===== src/rtl/pc_pkg.sv =====
// Shared definitions for the fetch-stage next-PC unit: redirect kinds, hold-state
// encoding and the parameter-legality check.
package pc_pkg;

    localparam logic [1:0] KIND_NONE = 2'b00;
    localparam logic [1:0] KIND_BR   = 2'b01;
    localparam logic [1:0] KIND_J    = 2'b10;
    localparam logic [1:0] KIND_JR   = 2'b11;

    typedef enum logic {
        StRun  = 1'b0,
        StHold = 1'b1
    } pc_state_e;

    // The jump index plus alignment bits must fit inside the address.
    function automatic bit pc_params_legal(input int unsigned addr_w,
                                           input int unsigned idx_w,
                                           input int unsigned align);
        return (idx_w + align) <= addr_w;
    endfunction

endpackage


===== src/rtl/target_calc.sv =====
// Combinational redirect-target calculator: branch, jump and jump-register targets
// with a misalignment flag for register targets.
module target_calc
    import pc_pkg::*;
#(
    parameter int unsigned ADDR_W = 32,
    parameter int unsigned IDX_W  = 26,
    parameter int unsigned OFF_W  = 16,
    parameter int unsigned ALIGN  = 2
) (
    input  logic [1:0]        kind,
    input  logic [ADDR_W-1:0] base,
    input  logic [OFF_W-1:0]  br_off,
    input  logic [IDX_W-1:0]  j_idx,
    input  logic [ADDR_W-1:0] jr_addr,
    output logic [ADDR_W-1:0] target,
    output logic              fault_bit
);

    localparam logic [ADDR_W-1:0] Step    = {{(ADDR_W-1){1'b0}}, 1'b1} << ALIGN;
    localparam logic [ADDR_W-1:0] LowMask = Step - {{(ADDR_W-1){1'b0}}, 1'b1};
    // Bits above the jump index are inherited from the sequential PC.
    localparam logic [ADDR_W-1:0] HiMask  = {ADDR_W{1'b1}} << (IDX_W + ALIGN);

    logic [ADDR_W-1:0] seq;
    logic [ADDR_W-1:0] off_ext;

    always_comb begin
        seq       = base + Step;
        off_ext   = ADDR_W'($signed(br_off));
        target    = seq;
        fault_bit = 1'b0;
        case (kind)
            KIND_BR: target = seq + (off_ext << ALIGN);
            KIND_J:  target = (seq & HiMask) | (ADDR_W'(j_idx) << ALIGN);
            KIND_JR: begin
                target    = jr_addr & ~LowMask;
                fault_bit = |(jr_addr & LowMask);
            end
            default: ;
        endcase
    end

endmodule


===== src/rtl/pc_gen.sv =====
// Registered next-PC unit: sequential advance, live redirects, and a single held
// redirect that waits out a fetch stall.
module pc_gen
    import pc_pkg::*;
#(
    parameter int unsigned     ADDR_W   = 32,
    parameter int unsigned     IDX_W    = 26,
    parameter int unsigned     OFF_W    = 16,
    parameter int unsigned     ALIGN    = 2,
    parameter logic [ADDR_W-1:0] RESET_PC = 32'h0000_3000
) (
    input  logic              clk,
    input  logic              rst,
    input  logic              stall,
    input  logic              redirect_valid,
    input  logic [1:0]        redirect_kind,
    input  logic [ADDR_W-1:0] redirect_base,
    input  logic [OFF_W-1:0]  br_off,
    input  logic [IDX_W-1:0]  j_idx,
    input  logic [ADDR_W-1:0] jr_addr,
    output logic [ADDR_W-1:0] pc,
    output logic [ADDR_W-1:0] pc_plus,
    output logic              pc_valid,
    output logic              flush,
    output logic              align_fault,
    output logic              pending
);

    if (!pc_params_legal(ADDR_W, IDX_W, ALIGN)) begin : gen_param_check
        $error("pc_gen: IDX_W + ALIGN exceeds ADDR_W");
    end

    localparam logic [ADDR_W-1:0] Step = {{(ADDR_W-1){1'b0}}, 1'b1} << ALIGN;

    logic [ADDR_W-1:0] live_tgt;
    logic              live_fault;
    logic              live;

    pc_state_e         state_q, state_d;
    logic [ADDR_W-1:0] pc_q, pc_d;
    logic [ADDR_W-1:0] held_tgt_q, held_tgt_d;
    logic              held_fault_q, held_fault_d;
    logic              pc_valid_q, pc_valid_d;
    logic              flush_q, flush_d;
    logic              fault_q, fault_d;

    target_calc #(
        .ADDR_W (ADDR_W),
        .IDX_W  (IDX_W),
        .OFF_W  (OFF_W),
        .ALIGN  (ALIGN)
    ) u_target_calc (
        .kind      (redirect_kind),
        .base      (redirect_base),
        .br_off    (br_off),
        .j_idx     (j_idx),
        .jr_addr   (jr_addr),
        .target    (live_tgt),
        .fault_bit (live_fault)
    );

    assign live = redirect_valid && (redirect_kind != KIND_NONE);

    always_comb begin
        state_d      = state_q;
        pc_d         = pc_q;
        held_tgt_d   = held_tgt_q;
        held_fault_d = held_fault_q;
        pc_valid_d   = 1'b1;
        flush_d      = 1'b0;
        fault_d      = 1'b0;
        if (live && !stall) begin
            // A live redirect supersedes anything still held.
            pc_d    = live_tgt;
            flush_d = 1'b1;
            fault_d = live_fault;
            state_d = StRun;
        end else if (state_q == StHold && !stall) begin
            pc_d    = held_tgt_q;
            flush_d = 1'b1;
            fault_d = held_fault_q;
            state_d = StRun;
        end else if (live) begin
            held_tgt_d   = live_tgt;
            held_fault_d = live_fault;
            state_d      = StHold;
        end else if (!stall) begin
            pc_d = pc_q + Step;
        end
    end

    always_ff @(posedge clk) begin
        if (rst) begin
            state_q      <= StRun;
            pc_q         <= RESET_PC;
            held_tgt_q   <= '0;
            held_fault_q <= 1'b0;
            pc_valid_q   <= 1'b0;
            flush_q      <= 1'b0;
            fault_q      <= 1'b0;
        end else begin
            state_q      <= state_d;
            pc_q         <= pc_d;
            held_tgt_q   <= held_tgt_d;
            held_fault_q <= held_fault_d;
            pc_valid_q   <= pc_valid_d;
            flush_q      <= flush_d;
            fault_q      <= fault_d;
        end
    end

    assign pc          = pc_q;
    assign pc_plus     = pc_q + Step;
    assign pc_valid    = pc_valid_q;
    assign flush       = flush_q;
    assign align_fault = fault_q;
    assign pending     = (state_q == StHold);

endmodule


===== config.mk =====
export PLATFORM = sky130hd
export DESIGN_NAME = pc_gen
export DESIGN_NICKNAME = d
export VERILOG_FILES = /design/src/rtl/pc_pkg.sv /design/src/rtl/target_calc.sv /design/src/rtl/pc_gen.sv
export SDC_FILE = /design/constraint.sdc
export NUM_CORES = 1
export LEC_CHECK = 0
export CORE_ASPECT_RATIO = 1.2
export CORE_MARGIN = 3
export CORE_UTILIZATION = 40
export DETAILED_ROUTE_END_ITERATION = 6
export HOLD_SLACK_MARGIN = 0.1
export PLACE_DENSITY = 0.68
export SYNTH_ARGS = -nofsm -noshare
export SYNTH_HDL_FRONTEND = slang
export SYNTH_SLANG_ARGS = --single-unit

===== constraint.sdc =====
create_clock -name clk -period 8.2 [get_ports clk]
set_clock_uncertainty 0.2 [all_clocks]
set_input_delay 1.64 -clock clk [delete_from_list [all_inputs] [get_ports clk]]
set_output_delay 1.64 -clock clk [all_outputs]
set_load 0.05 [all_outputs]

==> results.yml, run 1 <==
die:
  rows: 50
  core_mm2: 0.0158
  dieWidth_um: 123
  io_pins: 180
  die_area_mm2: 0.0179
  die_h_um: 146
  start_util_pct: 41.3
setup_path:
  end_kind: "flip-flop"
  start_kind: "input port"
  crit_path_end: "pc[27]$_SDFFE_PP0P_"
  r2r_start: "pc[9]$_SDFFE_PP0P_"
  startpoint: "redirect_base[2]"
  path_class: "input port to flip-flop"
  reg2reg_to: "pc[27]$_SDFFE_PP0P_"
  cp_slowest_cell: "clkdlybuf4s50_1"
  cp_slowest_stage_delay_ps: 590
  crit_required_ps: 8240
  worstPathArrival_ps: 5750
  path_max_fanout: 11
  path_cells: "clkdlybuf4s50_1 -> ha_1 -> nand3_1 -> or3_1 -> nor2_1 -> xor2_1 -> ha_1 -> a21oi_1 -> o21ai_0 -> nor3_1 -> nand3_1 -> a311oi_1 -> xnor2_1 -> a221o_1 -> nand2_1 -> a221oi_1"
  ff2ff_path_depth: 8
  reg2reg_setup_slack_ps: 5220
place:
  dpl_cell_area_mm2: 0.00840
  place_hpwl_um: 16700
  gp_congestion: 0.936
  port-buffer-count: 179
power:
  p_sw_w: 0.000466
  vdd_drop_max_uv: 79.6
  sw_frac_of_total_pct: 35.0
  power_leakage_nw: 3.27
  p_int_w: 0.000865
  pwr-share-seq_pct: 28.7
  p_clk_share_pct: 33.1
  p_comb_share_pct: 38.2
  total_power_w: 0.00133
  power_density_mw_per_mm2: 152
layout:
  n_fill_cell: 1527
  diodes: 0
  multiInputGateArea_mm2: 0.00483
  fin_util_pct: 55.2
  final_cell_mix: "clkdlybuf4s50_1 (177), nor2_1 (99), nand2_1 (94)"
  syn2layout_area_growth_pct: 33.8
  layout_commonest_cell: "clkdlybuf4s50_1"
  seq_area_mm2: 0.00138
  final_cell_area_mm2: 0.00874
  finalNetCount: 1176
  drive_above_1_share_pct: 5.41
grt:
  antenna_found_initial: 0
  grt_max_degree: 58
  grt_pass1_wl_um: 34400
  grt_pass1_vias: 6603
  grt_overflow: 0
  grt.total_usage_pct: 24.0
logic_synthesis:
  synth_area_mm2: 0.00653
  synth_seq_cells: 69
  mappedNetlistNets: 1037
  async_flop_share_pct: 0
  yosysTopAreaCell: "dfxtp_1"
  yosysTopAreaCellShare_pct: 21.1
  synthDistinctLibCells: 74
  netlist_instances: 891
  syn_area_per_cell_um2: 7.33
  synth_edf_count: 0
  synth_warnings: 0
  yosysSeqAreaShare_pct: 21.1
  synth-main-ff-cell: "dfxtp_1"
  synthTopCellsByArea: "dfxtp_1 (21%), xnor2_1 (6.6%), ha_1 (6.3%)"
clock_tree:
  ctsResizeCount: 0
  postCtsSetupBuffers: 0
  htree_num_levels: 3
  clkTransAtPathRegs_ps: 60
  numCtsBuffers: 9
  hold_buffers: 0
  cts_num_sinks: 69
  cts_tree: "yes"
  clk_path_buf_depth: 2
  insertion_delay_ps: 340
  cts_root_buf: "clkbuf_16"
detailed_routing:
  dr_total_vias: 7014
  wirelength_um: 21700
  wl_per_cell_um: 17.5
  viasPerCell: 5.64
  first_pass_iters: 5
  ant_nets: 0
  drc_errors: 0
  dr.first_iter.drc_count: 459
timing:
  grt_setup_unrepaired: "false"
  slew_headroom_pct: 28.4
  post-route-min-period_ps: 5710
  fmax_ghz: 0.175
  setup_viol: 0
  finalMaxSlewViolations: 0
  setup-tns-final_ps: 0
  final.period_utilization_pct: 69.7
  tightest_slew_ps: 1070
  hold_viol_final: 0
  hold-worst-slack_ps: 256
worst_hold_path:
  hold_start: "held_tgt_q[30]$_SDFFE_PP0P_"
  hold_depth: 2
  hold_path_class: "flip-flop to flip-flop"
outcome:
  status: "finished clean"
job:
  timing.max_cap.violations: 0
-- cells by family (layout without fill, tap and decap cells) --
logic type	Yosys count	after routing	synth area share [%]
AND/OR/NAND/NOR	340	340	25.0
AO/OA/AOI/OAI	248	248	24.3
buffers and inverters	81	225	4.98
XOR/XNOR	79	79	10.7
flip-flops	69	69	21.1
multiplexers	40	40	7.26
adder cells (fa/ha/maj)	34	34	6.63
-- worst min path at each step --
| stage | endpoint | slack (ps) |
|---|---|---|
| global placement | held_tgt_q[25]$_SDFFE_PP0P_ | 240 |
| floorplan | held_tgt_q[27]$_SDFFE_PP0P_ | 230 |
| finish | held_tgt_q[30]$_SDFFE_PP0P_ | 260 |
| detailed placement | held_tgt_q[23]$_SDFFE_PP0P_ | 250 |
| CTS | held_tgt_q[23]$_SDFFE_PP0P_ | 260 |
| global route | held_tgt_q[9]$_SDFFE_PP0P_ | 270 |
-- routing by layer --
metal / track usage [%] / vias up / share of wire, %
li1: - / 3522 / -
met1: 33.4 / 3225 / 45
met2: 39.3 / 245 / 48
met3: 2.37 / 22 / 5.4
met4: 6.50 / 0 / 1.6
met5: 0 / - / 0
-- synth_stat cells, types with 5 or more instances --
| cell type | instances |
|---|---|
| a31oi_1 | 10 |
| nand3_1 | 44 |
| a211oi_1 | 22 |
| a22oi_1 | 8 |
| nor2b_1 | 6 |
| ha_1 | 33 |
| inv_1 | 21 |
| or3_1 | 7 |
| o221ai_1 | 6 |
| clkbuf_1 | 45 |
| a21oi_1 | 75 |
| buf_1 | 6 |
| o2111ai_1 | 7 |
| nor3_1 | 28 |
| mux2_2 | 9 |
| o21ai_0 | 53 |
| o211ai_1 | 6 |
| and3_1 | 9 |
| a221oi_1 | 8 |
| and4_1 | 6 |
| o22ai_1 | 6 |
| a21o_1 | 11 |
| nand2b_1 | 14 |
| nor2_1 | 100 |
| dfxtp_1 | 69 |
| mux2i_1 | 26 |
| xor2_1 | 29 |
| nand4_1 | 10 |
| mux4_2 | 5 |
| xnor2_1 | 49 |
| nand2_1 | 94 |
-- power by group through the flow --
stage | Clock (W) | Sequential, W | Combinational [W]
after global placement | 0 | 0.000388 | 0.000503
after global routing | 0.000460 | 0.000385 | 0.000550
final | 0.000440 | 0.000382 | 0.000509
after detailed placement | 0 | 0.000389 | 0.000504
after floorplan | 0 | 0.000426 | 0.000289
after CTS | 0.000446 | 0.000382 | 0.000506
-- critical path, delay by kind of cell --
kind,cells,cell delay (ps)
buffers and inverters,1,590
XOR/XNOR,2,370
AO/OA/AOI/OAI,5,1240
AND/OR/NAND/NOR,6,1230
adder cells (fa/ha/maj),2,670
-- final cells by class --
type | count | area share, %
Inverter | 22 | 0.944
Sequential cell | 69 | 15.8
Multi-Input combinational cell | 741 | 55.3
Tap cell | 208 | 2.98
Clock buffer | 13 | 3.21
Clock inverter | 3 | 0.744
Timing Repair Buffer | 187 | 21.1
-- flip-flops by register name, summed over array words and instances (netlist names) --
name,cells
pc,32
pc_valid,1
align_fault,1
held_tgt_q,32
flush,1
held_fault_q,1
pending,1
-- through the flow --
stage,worst slack [ps],cells
3_5_place_dp,2170,1227
3_3_place_gp,2220,1227
4_1_cts,2500,1243
6_report,2490,1243
2_1_floorplan,3090,891
5_1_grt,2190,1243
Power figures use the tool's default switching activity.
==> run 2: changes to the inputs <==
clock period = 5.5 ns   (was 8.2 ns; I/O delays follow)
==> run 2 against run 1 <==
Compared with the run above:
- clock power increased by 23%
- combinational power is 54% higher
- register-to-register slack got worse by 2800 ps
- critical endpoint is now pc[31]$_SDFFE_PP0P_
- largest cell class unchanged
==> results.yml, run 2 (synthesis gave the netlist of run 1 again) <==
outcome:
  status: "finished clean"
clock_tree:
  clkTransAtPathRegs_ps: 50
  hold_buffers: 0
  cts_num_sinks: 69
  cts_tree: "yes"
  clk_path_buf_depth: 2
  numCtsBuffers: 9
  htree_num_levels: 3
  cts_root_buf: "clkbuf_16"
  insertion_delay_ps: 330
  ctsResizeCount: 0
  postCtsSetupBuffers: 0
die:
  die_h_um: 146
  die_area_mm2: 0.0179
  core_mm2: 0.0158
  start_util_pct: 41.3
  rows: 50
  dieWidth_um: 123
  io_pins: 180
place:
  port-buffer-count: 179
  place_hpwl_um: 17400
  numPlacedInstances: 1252
  gp_congestion: 0.924
detailed_routing:
  wl_per_cell_um: 17.7
  ant_nets: 0
  dr.first_iter.drc_count: 494
  viasPerCell: 5.70
  wirelength_um: 22400
  first_pass_iters: 5
  dr_total_vias: 7224
  drc_errors: 0
layout:
  n_fill_cell: 1558
  syn2layout_area_growth_pct: 35.7
  final_cell_mix: "clkdlybuf4s50_1 (177), nor2_1 (99), nand2_1 (94)"
  diodes: 0
  finalNetCount: 1201
  layout_commonest_cell: "clkdlybuf4s50_1"
  drive_above_1_share_pct: 7.55
  stdcell_count: 1268
power:
  p_sw_w: 0.000705
  p_int_w: 0.00119
  power_leakage_nw: 3.35
  vdd_drop_max_uv: 107
  power_density_mw_per_mm2: 214
  p_comb_share_pct: 41.5
  total_power_w: 0.00190
  pwr-share-seq_pct: 30.0
  p_clk_share_pct: 28.5
  sw_frac_of_total_pct: 37.2
setup_path:
  start_kind: "input port"
  worstPathArrival_ps: 5040
  path_class: "input port to flip-flop"
  crit_required_ps: 5520
  path_max_fanout: 11
  end_kind: "flip-flop"
grt:
  antenna_found_initial: 0
  grt.total_usage_pct: 24.5
  grt_pass1_wl_um: 35100
  grt_max_degree: 57
  grt_overflow: 0
  grt_pass1_vias: 6753
timing:
  hold_viol_final: 0
  finalMaxSlewViolations: 0
  fmax_ghz: 0.199
  setup_viol: 0
  hold-worst-slack_ps: 254
  setup-tns-final_ps: 0
  grt_setup_unrepaired: "false"
  final.period_utilization_pct: 91.2
  slew_headroom_pct: 44.6
  post-route-min-period_ps: 5020
  tightest_slew_ps: 828
job:
  timing.max_cap.violations: 0
worst_hold_path:
  hold_path_class: "flip-flop to flip-flop"
[run 2: layer usage]
metal	vias to the layer above	GRT usage [%]	wire, um
met1	3326	32.6	9770
met4	0	8.07	599
met2	287	40.2	10600
li1	3573	-	-
met5	-	0	0
met3	38	3.81	1450
[run 2: area by class of cell]
class	count	area (um2)	area share (%)
multi-input combinational	741	4830	54.5
clock buffer	12	256	2.89
inverter	22	82.6	0.931
sequential	69	1380	15.6
tap	208	260	2.94
clock inverter	4	22.5	0.254
timing repair buffer	212	2030	22.9
[run 2: final timing paths]
path | startpoint | to | slack, ps | cells past startpoint
min | held_tgt_q[30]$_SDFFE_PP0P_ | held_tgt_q[30]$_SDFFE_PP0P_ | 250 | 2
max | redirect_base[9] | pc[31]$_SDFFE_PP0P_ | 480 | 16
max reg2reg | pc[9]$_SDFFE_PP0P_ | pc[31]$_SDFFE_PP0P_ | 2450 | 8
min reg2reg | held_tgt_q[30]$_SDFFE_PP0P_ | held_tgt_q[30]$_SDFFE_PP0P_ | 250 | 2
[run 2: stage by stage]
step	setup slack [ps]	utilization (%)	area, um2
floorplan	934	-	6530
global placement	212	54.3	8590
detailed placement	149	54.3	8590
CTS	496	56.0	8870
global route	152	56.0	8870
finish	485	56.0	8870
[run 2: worst max-delay path, cell delays in order]
cell and delay, ps:
clkdlybuf4s50_1 550, and4_1 290, nand4_2 190, or3_1 470, nor2_1 150, xor2_1 200, ha_1 370, a21oi_1 270
o21ai_0 120, nor3_1 190, nand3_1 140, a31o_2 230, a21oi_1 170, xnor2_1 200, nor3_1 90, o31a_1 300
[run 2: power groups by stage]
| stage | clock, W | combinational [W] | sequential, W |
|---|---|---|---|
| detailed placement | 0 | 0.000780 | 0.000579 |
| finish | 0.000540 | 0.000786 | 0.000569 |
| global placement | 0 | 0.000778 | 0.000579 |
| CTS | 0.000545 | 0.000783 | 0.000569 |
| floorplan | 0 | 0.000431 | 0.000635 |
| global route | 0.000568 | 0.000846 | 0.000575 |
